`config.mk`:
```
export PLATFORM = sky130hd
export DESIGN_NAME = mem_lsu
export DESIGN_NICKNAME = d
export VERILOG_FILES = /design/src/rtl/mem_lsu_pkg.sv /design/src/rtl/mem_lsu_load_align.sv /design/src/rtl/mem_lsu.sv
export SDC_FILE = /design/constraint.sdc
export NUM_CORES = 1
export LEC_CHECK = 0
export CAP_MARGIN = 30
export CORE_UTILIZATION = 30
export DETAILED_ROUTE_END_ITERATION = 10
export PLACE_DENSITY = 0.83
export REMOVE_ABC_BUFFERS = 1
export SYNTH_ARGS = -nofsm -noshare
export SYNTH_HDL_FRONTEND = slang
export SYNTH_SLANG_ARGS = --single-unit
```
`constraint.sdc`:
```
create_clock -name clk -period 2 [get_ports clk]
set_input_delay 0.5 -clock clk [delete_from_list [all_inputs] [get_ports clk]]
set_output_delay 0.5 -clock clk [all_outputs]
set_load 0.005 [all_outputs]
```
`src/rtl/mem_lsu_pkg.sv`:
```
// Shared types and constants for the load/store unit on memory data port 2.
package mem_lsu_pkg;

    localparam logic [2:0] F3_B  = 3'b000;
    localparam logic [2:0] F3_H  = 3'b001;
    localparam logic [2:0] F3_W  = 3'b010;
    localparam logic [2:0] F3_BU = 3'b100;
    localparam logic [2:0] F3_HU = 3'b101;

    typedef enum logic [1:0] {
        ERR_NONE     = 2'd0,
        ERR_MISALIGN = 2'd1,
        ERR_FAULT    = 2'd2,
        ERR_ILLEGAL  = 2'd3
    } lsu_err_e;

    typedef enum logic [1:0] {
        IDLE = 2'd0,
        LOAD = 2'd1,
        RESP = 2'd2
    } lsu_state_e;

endpackage

```
`src/rtl/mem_lsu_load_align.sv`:
```
// Extracts the addressed byte/halfword from a memory word and sign- or zero-extends it.
module lsu_load_align
    import mem_lsu_pkg::*;
(
    input  logic [31:0] mem_rdata,
    input  logic [1:0]  offset,
    input  logic [2:0]  funct3,
    output logic [31:0] ext_data
);

    logic [31:0] shifted;

    always_comb begin
        shifted = mem_rdata >> {offset, 3'b000};
        case (funct3)
            F3_B:    ext_data = {{24{shifted[7]}}, shifted[7:0]};
            F3_H:    ext_data = {{16{shifted[15]}}, shifted[15:0]};
            F3_BU:   ext_data = {24'b0, shifted[7:0]};
            F3_HU:   ext_data = {16'b0, shifted[15:0]};
            default: ext_data = shifted;
        endcase
    end

endmodule

```
`src/rtl/mem_lsu.sv`:
```
// RV32I load/store unit: one access at a time, byte strobes, lane-replicated store data,
// extended load data from the registered read port, and early rejection of bad accesses.
module mem_lsu
    import mem_lsu_pkg::*;
#(
    parameter int unsigned RAM_SIZE   = 4,
    parameter int unsigned ADDR_WIDTH = 32
) (
    input  logic                  clk,
    input  logic                  reset,
    input  logic                  req_valid,
    output logic                  req_ready,
    input  logic                  req_we,
    input  logic [2:0]            req_funct3,
    input  logic [ADDR_WIDTH-1:0] req_addr,
    input  logic [31:0]           req_wdata,
    output logic                  rsp_valid,
    output logic [1:0]            rsp_err,
    output logic [31:0]           rsp_rdata,
    output logic [31:0]           mem_addr,
    output logic [31:0]           mem_wdata,
    output logic                  mem_we,
    output logic [3:0]            mem_wstrb,
    input  logic [31:0]           mem_rdata
);

    localparam logic [ADDR_WIDTH:0] RAM_BYTES = (ADDR_WIDTH+1)'(RAM_SIZE * 1024);

    lsu_state_e  state_q, state_d;
    lsu_err_e    err_q, err_d, req_err;
    logic [31:0] rdata_q, rdata_d;
    logic [2:0]  ld_f3_q, ld_f3_d;
    logic [1:0]  ld_off_q, ld_off_d;
    logic [31:0] ext_data;
    logic [3:0]  strb;
    logic        legal;
    logic        accept;

    // Illegal funct3 outranks misalignment, which outranks an out-of-range address.
    always_comb begin
        req_err = ERR_NONE;
        if (req_we) begin
            legal = req_funct3 inside {F3_B, F3_H, F3_W};
        end else begin
            legal = req_funct3 inside {F3_B, F3_H, F3_W, F3_BU, F3_HU};
        end
        if (!legal) begin
            req_err = ERR_ILLEGAL;
        end else if (((req_funct3[1:0] == 2'b01) && req_addr[0]) ||
                     ((req_funct3[1:0] == 2'b10) && (req_addr[1:0] != 2'b00))) begin
            req_err = ERR_MISALIGN;
        end else if ({1'b0, req_addr} >= RAM_BYTES) begin
            req_err = ERR_FAULT;
        end
    end

    always_comb begin
        case (req_funct3[1:0])
            2'b00: begin
                strb      = 4'b0001 << req_addr[1:0];
                mem_wdata = {4{req_wdata[7:0]}};
            end
            2'b01: begin
                strb      = 4'b0011 << req_addr[1:0];
                mem_wdata = {2{req_wdata[15:0]}};
            end
            default: begin
                strb      = 4'b1111;
                mem_wdata = req_wdata;
            end
        endcase
    end

    assign accept    = req_valid && (state_q == IDLE);
    // Gating by reset keeps a store colliding with reset assertion from reaching memory.
    assign mem_we    = accept && req_we && (req_err == ERR_NONE) && !reset;
    assign mem_wstrb = mem_we ? strb : 4'b0000;
    assign mem_addr  = 32'(req_addr) & 32'hFFFF_FFFC;
    assign req_ready = (state_q == IDLE);
    assign rsp_valid = (state_q == RESP);
    assign rsp_err   = err_q;
    assign rsp_rdata = rdata_q;

    lsu_load_align u_align (
        .mem_rdata (mem_rdata),
        .offset    (ld_off_q),
        .funct3    (ld_f3_q),
        .ext_data  (ext_data)
    );

    always_comb begin
        state_d  = state_q;
        err_d    = err_q;
        rdata_d  = rdata_q;
        ld_f3_d  = ld_f3_q;
        ld_off_d = ld_off_q;
        case (state_q)
            IDLE: begin
                if (accept) begin
                    err_d    = req_err;
                    rdata_d  = '0;
                    ld_f3_d  = req_funct3;
                    ld_off_d = req_addr[1:0];
                    state_d  = (req_err == ERR_NONE && !req_we) ? LOAD : RESP;
                end
            end
            LOAD: begin
                rdata_d = ext_data;
                state_d = RESP;
            end
            RESP: begin
                err_d   = ERR_NONE;
                rdata_d = '0;
                state_d = IDLE;
            end
            default: state_d = IDLE;
        endcase
    end

    always_ff @(posedge clk or posedge reset) begin
        if (reset) begin
            state_q  <= IDLE;
            err_q    <= ERR_NONE;
            rdata_q  <= '0;
            ld_f3_q  <= '0;
            ld_off_q <= '0;
        end else begin
            state_q  <= state_d;
            err_q    <= err_d;
            rdata_q  <= rdata_d;
            ld_f3_q  <= ld_f3_d;
            ld_off_q <= ld_off_d;
        end
    end

endmodule

```
After elaboration in Yosys (flattened, before gate mapping)
Index checks and enable logic that the tools add are counted.
{"block": "op_classes", "magnitude_cmp": 1, "mux": 15, "reduce_logical": 23, "shift": 3, "eq_ne": 12}
{"operator": "$pmux W32 S4", "n": 1}
{"operator": "$pmux W32 S3", "n": 1}
{"operator": "$pmux W32 S2", "n": 1}
{"operator": "$ge A32 B13 Y1 const B", "n": 1}
{"operator": "$mux W32", "n": 1}
{"operator": "$shr A32 B5 Y32", "n": 1}
{"operator": "$eq A3 B3 Y1 const B", "n": 4}
{"operator": "$mux W2", "n": 6}
{"operator": "$pmux W2 S2", "n": 2}
{"operator": "$pmux W4 S2", "n": 1}
{"operator": "$logic_and A1 B1 Y1", "n": 7}
{"operator": "$eq A3 B1 Y1 const B", "n": 2}
{"operator": "$logic_not A2 Y1", "n": 3}
{"operator": "$logic_not A3 Y1", "n": 2}
{"operator": "$reduce_and A2 Y1", "n": 3}
{"operator": "$reduce_bool A3 Y1", "n": 2}
{"operator": "$reduce_bool A5 Y1", "n": 1}
{"operator": "$eq A2 B1 Y1 const B", "n": 2}
{"operator": "$eq A2 B2 Y1 const B", "n": 2}
{"operator": "$mux W4", "n": 1}
{"operator": "$reduce_bool A2 Y1", "n": 2}
{"operator": "$shl A1 B2 Y4 const A", "n": 1}
{"operator": "$shl A2 B2 Y4 const A", "n": 1}
{"operator": "$eq A3 B2 Y1 const B", "n": 1}
{"operator": "other kinds (4)", "n": 5}
{"block": "totals", "register_bits": 41, "elab_cells": 59}

Longest topological paths before layout
Gate-level depths: netlist (run 1).
{"block": "depth", "depth_word": 10, "mapped_depth": 8, "mapped_depth_nobuf": 4}

Cells and area by module
A second synthesis (run 1) with hierarchy kept.
{"block": "unflattened", "hier_cells": 328, "hier_area_um2": 3070.4}
{"mod": "mem_lsu", "cells_each": 221, "instances": 1, "area_per_inst_um2": 2376.0, "seq_area_each_um2": 1026.0}
{"mod": "lsu_load_align", "cells_each": 107, "instances": 1, "area_per_inst_um2": 694.4, "seq_area_each_um2": 0.0}

Worst setup path after synthesis (run 1)
No wires, ideal clock.
{"block": "synth_timing", "path_kind": "input to output", "from": "input req_funct3[0]", "to": "output mem_wstrb[0]", "path_slack_ns": -0.206, "arrival_time_ns": 1.706, "t_required_ns": 1.500, "n_path_buf": 1, "cell_stages": 5, "path_cell_list": "clkbuf_1 -> a221oi_1 -> o2111ai_1 -> nor3_1 -> o21a_1"}
{"block": "synth_between", "elab_chain_cells": 9, "word_cells_on_any_way": 21}
{"item": "from (decl)", "line": "mem_lsu.sv:14", "source": "input logic [2:0] req_funct3,"}
{"item": "branches (longest 4 deep; another with $reduce_bool A5 Y1)"}
{"item": "$mux W2 *", "line": "mem_lsu.sv:47", "source": "if (!legal) begin"}
{"item": "$logic_not A2 Y1 *", "line": "mem_lsu.sv:76", "source": "assign mem_we = accept && req_we && (req_err == ERR_NONE) && !reset;"}
{"item": "$logic_and A1 B1 Y1 * (2 in a row)", "line": "mem_lsu.sv:76"}
{"item": "via mem_we", "line": "mem_lsu.sv:22", "source": "output logic mem_we,"}
{"item": "$mux W4 *", "line": "mem_lsu.sv:77", "source": "assign mem_wstrb = mem_we ? strb : 4'b0000;"}
{"item": "to (decl)", "line": "mem_lsu.sv:23", "source": "output logic [3:0] mem_wstrb,"}
Mark *: on every way through the listed nets, which the timed path passes.

Worst setup path after layout (run 1)
{"block": "layout_timing", "from": "input req_addr[28]", "to": "output mem_wstrb[3]"}
{"block": "layout_between", "elab_chain_cells": 8}
{"item": "from (decl)", "line": "mem_lsu.sv:15", "source": "input logic [ADDR_WIDTH-1:0] req_addr,"}
{"item": "$ge A32 B13 Y1", "line": "mem_lsu.sv:52", "source": "end else if ({1'b0, req_addr} >= RAM_BYTES) begin"}
{"item": "$mux W2", "line": "mem_lsu.sv:52"}
{"item": "$mux W2", "line": "mem_lsu.sv:49", "source": "end else if (((req_funct3[1:0] == 2'b01) && req_addr[0]) ||"}
{"item": "$mux W2", "line": "mem_lsu.sv:47"}
{"item": "$logic_not A2 Y1", "line": "mem_lsu.sv:76"}
{"item": "$logic_and A1 B1 Y1 (2 in a row)", "line": "mem_lsu.sv:76"}
{"item": "$mux W4", "line": "mem_lsu.sv:77"}
Every way passes these cells.

==> results of run 1 <==
path summary, 6_finish.rpt:
path	startpoint	end	slack, ns
min reg2reg	rsp_rdata[3]	rsp_rdata[3]	0.49
max in group asynchronous	reset	rsp_rdata[10]	1.26
min in group clk	req_we	state_q[0]	0.46
max	req_addr[28]	mem_wstrb[3]	-0.29
max reg2reg	state_q[1]	rsp_rdata[29]	0.19
min	reset	state_q[0]	0.28
cell type report:
type                    count  area, um2
flip-flops and latches     41       1026
fillers                   871       4493
inverters                   3      11.26
repair buffers            237       2247
multi-input cells         212       1670
clock buffers               5      68.82
clock inverters             3      46.29
well taps                 133      166.4
layer usage:
metal	vias to the layer above	global-route usage (%)	routed length (um)
met2	178	35.40	5136
met1	1461	20.06	3907
met3	25	8.420	1073
met4	2	6.132	266
li1	1473	-	-
met5	-	4.327	61
timing repair:
| action | CTS | global route |
|---|---|---|
| gates resized for setup | 221 | 40 |
| pin swaps | 11 | 6 |
| buffers inserted | 16 | 0 |
| cloned | 1 | 0 |
| endpoints found under the setup margin | 46 | 39 |
logic make-up after synthesis:
logic type	after synthesis
other	1
buffers and inverters	69
flip-flops	41
AND/OR/NAND/NOR	75
AO/OA/AOI/OAI	79
multiplexers	55
XOR/XNOR	1
cell usage in the layout (no fill, tap or decap), drive strengths merged, types with 2 or more instances in the layout:
cell type      netlist  layout
nor3b                3       3
mux2                30      30
nor2b                4       4
buf                 50      83
a221oi               2       2
inv                  3       2
clkinv               0       2
nor4                 7       7
mux2i               24      24
o21a                 4       4
or2                  3       3
clkbuf              16      10
nand3b               8       8
o21ai               32      32
dlygate4sd2          0      14
nor2                17      17
dlymetal6s2s         0       3
conb                 1       2
nor3                 3       3
a21oi               19      19
clkdlybuf4s15        0      14
nand2               26      26
a221o               17      17
clkdlybuf4s50        0     117
dfrtp               41      41
cells in the mapped netlist (all sizes together), types with 2 or more instances:
master	instances
o21ai	32
a221oi	2
inv	3
nor4	7
buf	50
clkbuf	16
nor3b	3
nand2	26
or2	3
dfrtp	41
nand3b	8
nor2	17
nor2b	4
o21a	4
a221o	17
mux2i	24
nor3	3
a21oi	19
mux2	30
registers in the layout, indices dropped and copies added (netlist names):
register / count
ld_f3_q: 3
rsp_rdata: 32
state_q: 2
rsp_err: 2
ld_off_q: 2
report_power, final:
group          switching [mW]  total [mW]  internal, mW
clock                   0.293       0.667         0.373
sequential             0.0251       0.875         0.850
combinational           0.375       0.906         0.531
total                   0.693        2.45          1.75
metrics by stage:
step	hold slack, ns	setup WS (ns)	power (mW)	area [um2]	instances
after detailed placement	0.4737	-0.9978	1.755	4890	610
after global placement	0.4624	-1.008	1.737	4890	610
after floorplan	0.4733	-0.3339	1.217	2564	256
final	0.2848	-0.2851	2.448	5236	634
after global routing	0.3018	-0.3854	2.575	5236	634
after CTS	0.2855	-0.2703	2.434	5130	635
==> flow_summary.toml, run 1 <==
[place]
dpl.hpwl_um = 7799
portBuffers = 185
gp_congestion = 0.7669

[setup_path]
worst_path_max_delay_cell = "nor4_2"
setup.worst_path.end_class = "output port"
cp_max_fo = 3
criticalPathCategory = "in -> out"
cpPeakStageDelay_ns = 0.25
critPathMostFrequentCell = "buf_6"
cp_cell_sequence = "clkdlybuf4s15_1 -> nor4_2 -> nand2_1 -> nor3_2 -> buf_4 -> buf_6 -> buf_6 -> o21a_1 -> buf_2"
cp_num_cells = 9
required_ns = 1.50
r2r_cells = 6
cp_top_family = "buffers and inverters"
cp.arrival_ns = 1.79
worstSetupStartpointType = "input pin"
crit_buf_inv = 5

[layout]
final_util_pct = 53.82
nNetsFinal = 603
area_growth_pct = 75.32
drive_above_1_share_pct = 30.54
diodes = 0

[sta]
period_needed_ns = 2.285
fin_ws_ns = -0.2851
period_share_pct = 114.3
final-hold-violation-count = 0
fmax_mhz = 437.6
setup_tns_ns = -0.9007
rsz0062_at_grt = "yes"
setup_viol = 5
final-max-slew-violation-count = 0
finalClockSkew_ns = 0.008970

[yosys]
synth_cell_types = 36
syn_area_mm2 = 0.002987
synth_top_family_by_area = "multiplexers"
synthArstFlopShare_pct = 100.0
synth_flop_cell = "dfrtp_1"
yosysSeqAreaShare_pct = 34.35
synth_mux_area_share_pct = 20.23
yosysWarnings = 0
syn_area_per_cell_um2 = 9.304
netlist_instances = 321
synthXorXnorAreaFrac_pct = 0.2933
synth_compound_area_share_pct = 17.34
synthAdderAreaFrac_pct = 0
ys_ff_latch = 41
synthSimpleGateAreaFrac_pct = 12.99
yosysTopAreaCell = "dfrtp_1"
synth_edf_count = 0
synth_top_area_share_pct = 34.35
synth_area_leaders = "dfrtp_1 (34%), mux2_2 (11%), buf_4 (10%)"

[clock_network]
cts_htree_levels = 2
cts_tree = "done"
path_clk_slew_ns = 0.08
clock-sinks = 41
hold_buffers = 0
cts_buffer_depth = 2
clock-root-buffer = "clkbuf_8"
cts_buffers = 5
clk_latency_ns = 0.30

[outcome]
status = "complete, but fails checks"
violations = "negative setup slack"

[die]
dieArea_mm2 = 0.01036
start_util_pct = 30.70
rows = 36
die_h_um = 101.8
die_w_um = 101.8
ios = 208
core_area_mm2 = 0.009729

[grt]
grt_usage_pct = 19.60
grt_pass1_vias = 3332
grt_antenna_before_repair = 0
grt_pass1_wl_um = 15660
grt_max_degree = 34
grt_remaining_overflow = 0

[drt]
routed_wl_um = 10450
vias = 3139
dr.pass1.iters = 4
postRouteAntennaNets = 0
drt_iter0_markers = 83
post_drt_wl_per_cell_um = 16.47
vias_per_cell = 4.951
drc = 0

[power]
ir_worst_vdd_v = 0.0003294
leakage_nw = 2.305
cellPowerDensity_mw_per_mm2 = 467.5

[min_path]
hold_path_class = "in -> async"

[job]
maxCapViolCount = 0
No activity file was read; power rests on OpenSTA's default activity.
==> run 2: changes to the inputs <==
Settings changed: SLEW_MARGIN set to 40.
==> results of run 2 <==
Same layout as run 1: the final DEF is identical, and so are final timing and power.
==> run 3: changes to the inputs <==
Settings changed: MAX_ROUTING_LAYER set to met4.
==> run 3 against run 2 <==
Compared with the run above:
- the run still ends with negative setup slack left
- total power barely moved
- register-to-register slack improved by 0.02 ns
- critical path depth did not move
- global-route usage rose by 0.63 points
- non-clock buffer count did not move
==> flow_summary.toml, run 3 (synthesis gave the netlist of run 1 again) <==
[drt]
routed_wl_um = 10430
vias_per_cell = 4.918
vias = 3118
drt_iter0_markers = 89
post_drt_wl_per_cell_um = 16.44
postRouteAntennaNets = 0
dr.pass1.iters = 6
drc = 0

[place]
dp.cells = 610
dpl_cell_area_mm2 = 0.004890
dpl.hpwl_um = 7799
dpl_worst_slack_ns = -0.9978
portBuffers = 185
gp_congestion = 0.7772

[clock_network]
path_clk_slew_ns = 0.08
cts_buffers = 5
hold_buffers = 0
cts_htree_levels = 2
cts_tree = "done"
clock-root-buffer = "clkbuf_8"
clk_latency_ns = 0.30
cts_buffer_depth = 2
clock-sinks = 41

[layout]
diodes = 0
final_cell_mix = "clkdlybuf4s50_1 (117), dfrtp_1 (41), buf_4 (38)"
design_area_mm2 = 0.005236
area_growth_pct = 75.32
multi_input_area_mm2 = 0.001670
instances_no_fill = 634
layout_commonest_cell = "clkdlybuf4s50_1"
regArea_mm2 = 0.001026
largest_reg_flops = 32
nNetsFinal = 603
fill_cells = 871
drive_above_1_share_pct = 30.54

[setup_path]
r2r_slack_ns = 0.21
worst_path_max_delay_cell = "nor4_4"
crit_buf_inv = 5
setup.worst_path.end_class = "output port"
critPathMostFrequentCell = "buf_6"
cp.arrival_ns = 1.79
cp_top_family = "buffers and inverters"
criticalPathCategory = "in -> out"
worstSetupStartpointType = "input pin"
cp_cell_sequence = "buf_8 -> nor4_4 -> o2111ai_2 -> nor3_2 -> buf_4 -> buf_6 -> buf_6 -> o21a_1 -> buf_2"
required_ns = 1.50
cp_max_fo = 3
cpPeakStageDelay_ns = 0.29

[outcome]
violations = "negative setup slack"
status = "complete, but fails checks"

[die]
dieArea_mm2 = 0.01036
core_area_mm2 = 0.009729
die_h_um = 101.8
rows = 36
ios = 208
start_util_pct = 30.70
die_w_um = 101.8

[grt]
grt_max_degree = 34
grt_usage_pct = 20.23
grt_pass1_wl_um = 15680
grt_antenna_before_repair = 0
met3_usage_pct = 7.315
grt_remaining_overflow = 0
grt_pass1_vias = 3316
grt-busiest-layer = "met2"
use_met1_pct = 21.04
use_met2_pct = 35.55

[power]
ir_worst_vdd_v = 0.0003305
swShare_pct = 28.37
p_comb_share_pct = 37.0
cellPowerDensity_mw_per_mm2 = 467.8
p_sw_mw = 0.6948
internal_power_mw = 1.755
power_frac_clock_pct = 27.3
leakage_nw = 2.305
power_frac_seq_pct = 35.7

[sta]
period_needed_ns = 2.288
setup_tns_ns = -0.9175
period_share_pct = 114.4
fin_ws_ns = -0.2882
final-hold-violation-count = 0
rsz0062_at_grt = "yes"
fmax_mhz = 437.0
setup_viol = 5
final-max-slew-violation-count = 0
finalClockSkew_ns = 0.009709

[job]
maxCapViolCount = 0

[min_path]
hold_path_class = "in -> async"
[run 3: cell counts in the layout (fill, tap and decap cells not counted)]
No cell type changed its count.
[run 3: path summary, 6_finish.rpt]
check	from	depth (start not counted)	end
worst max register to register	state_q[1]	6	rsp_rdata[29]
max in group asynchronous	reset	3	rsp_rdata[10]
min in group clk	req_we	2	state_q[0]
worst max-delay path	req_funct3[2]	9	mem_wstrb[3]
worst min register to register	rsp_rdata[3]	2	rsp_rdata[3]
worst min-delay path	reset	2	state_q[0]
[run 3: worst reg2reg max path, cell delays in order, from the launching register on]
cell and delay (ns):
dfrtp_1 0.41, buf_4 0.16, nand2b_1 0.19, nor3b_4 0.46, nor2b_1 0.19, buf_4 0.18, a221o_1 0.15
[run 3: per-layer routing]
layer | wire length [um] | share of wire [%]
met5 | 0 | 0
met4 | 257 | 2.5
met3 | 950 | 9.1
met2 | 5152 | 49
met1 | 4066 | 39
[run 3: final cells by class]
class	instances	area share [%]
repair buffers	237	42.92
multi-input cells	212	31.90
flip-flops and latches	41	19.59
well taps	133	3.178
clock buffers	5	1.314
clock inverters	3	0.8841
inverters	3	0.2151
[run 3: power groups by stage]
stage	clock (mW)	sequential, mW	combinational, mW
2_1_floorplan	0	0.926	0.291
3_3_place_gp	0	0.886	0.851
3_5_place_dp	0	0.888	0.867
4_1_cts	0.691	0.872	0.872
5_1_grt	0.725	0.878	0.972
6_report	0.669	0.875	0.905
[run 3: timing repair]
item	in CTS	in global routing
setup buffers	16	0
resized for setup	221	40
gates cloned	1	0
hold endpoints to repair	0	0
pin swaps	11	6
endpoints found under the setup margin	46	39
[run 3: stage by stage]
step                power (mW)  util [%]  hold WS (ns)
finish                   2.449     53.82        0.2854
detailed placement       1.755     50.26        0.4737
global route             2.574     53.82        0.3018
floorplan                1.217         -        0.4733
CTS                      2.434     52.73        0.2855
global placement         1.737     50.26        0.4624
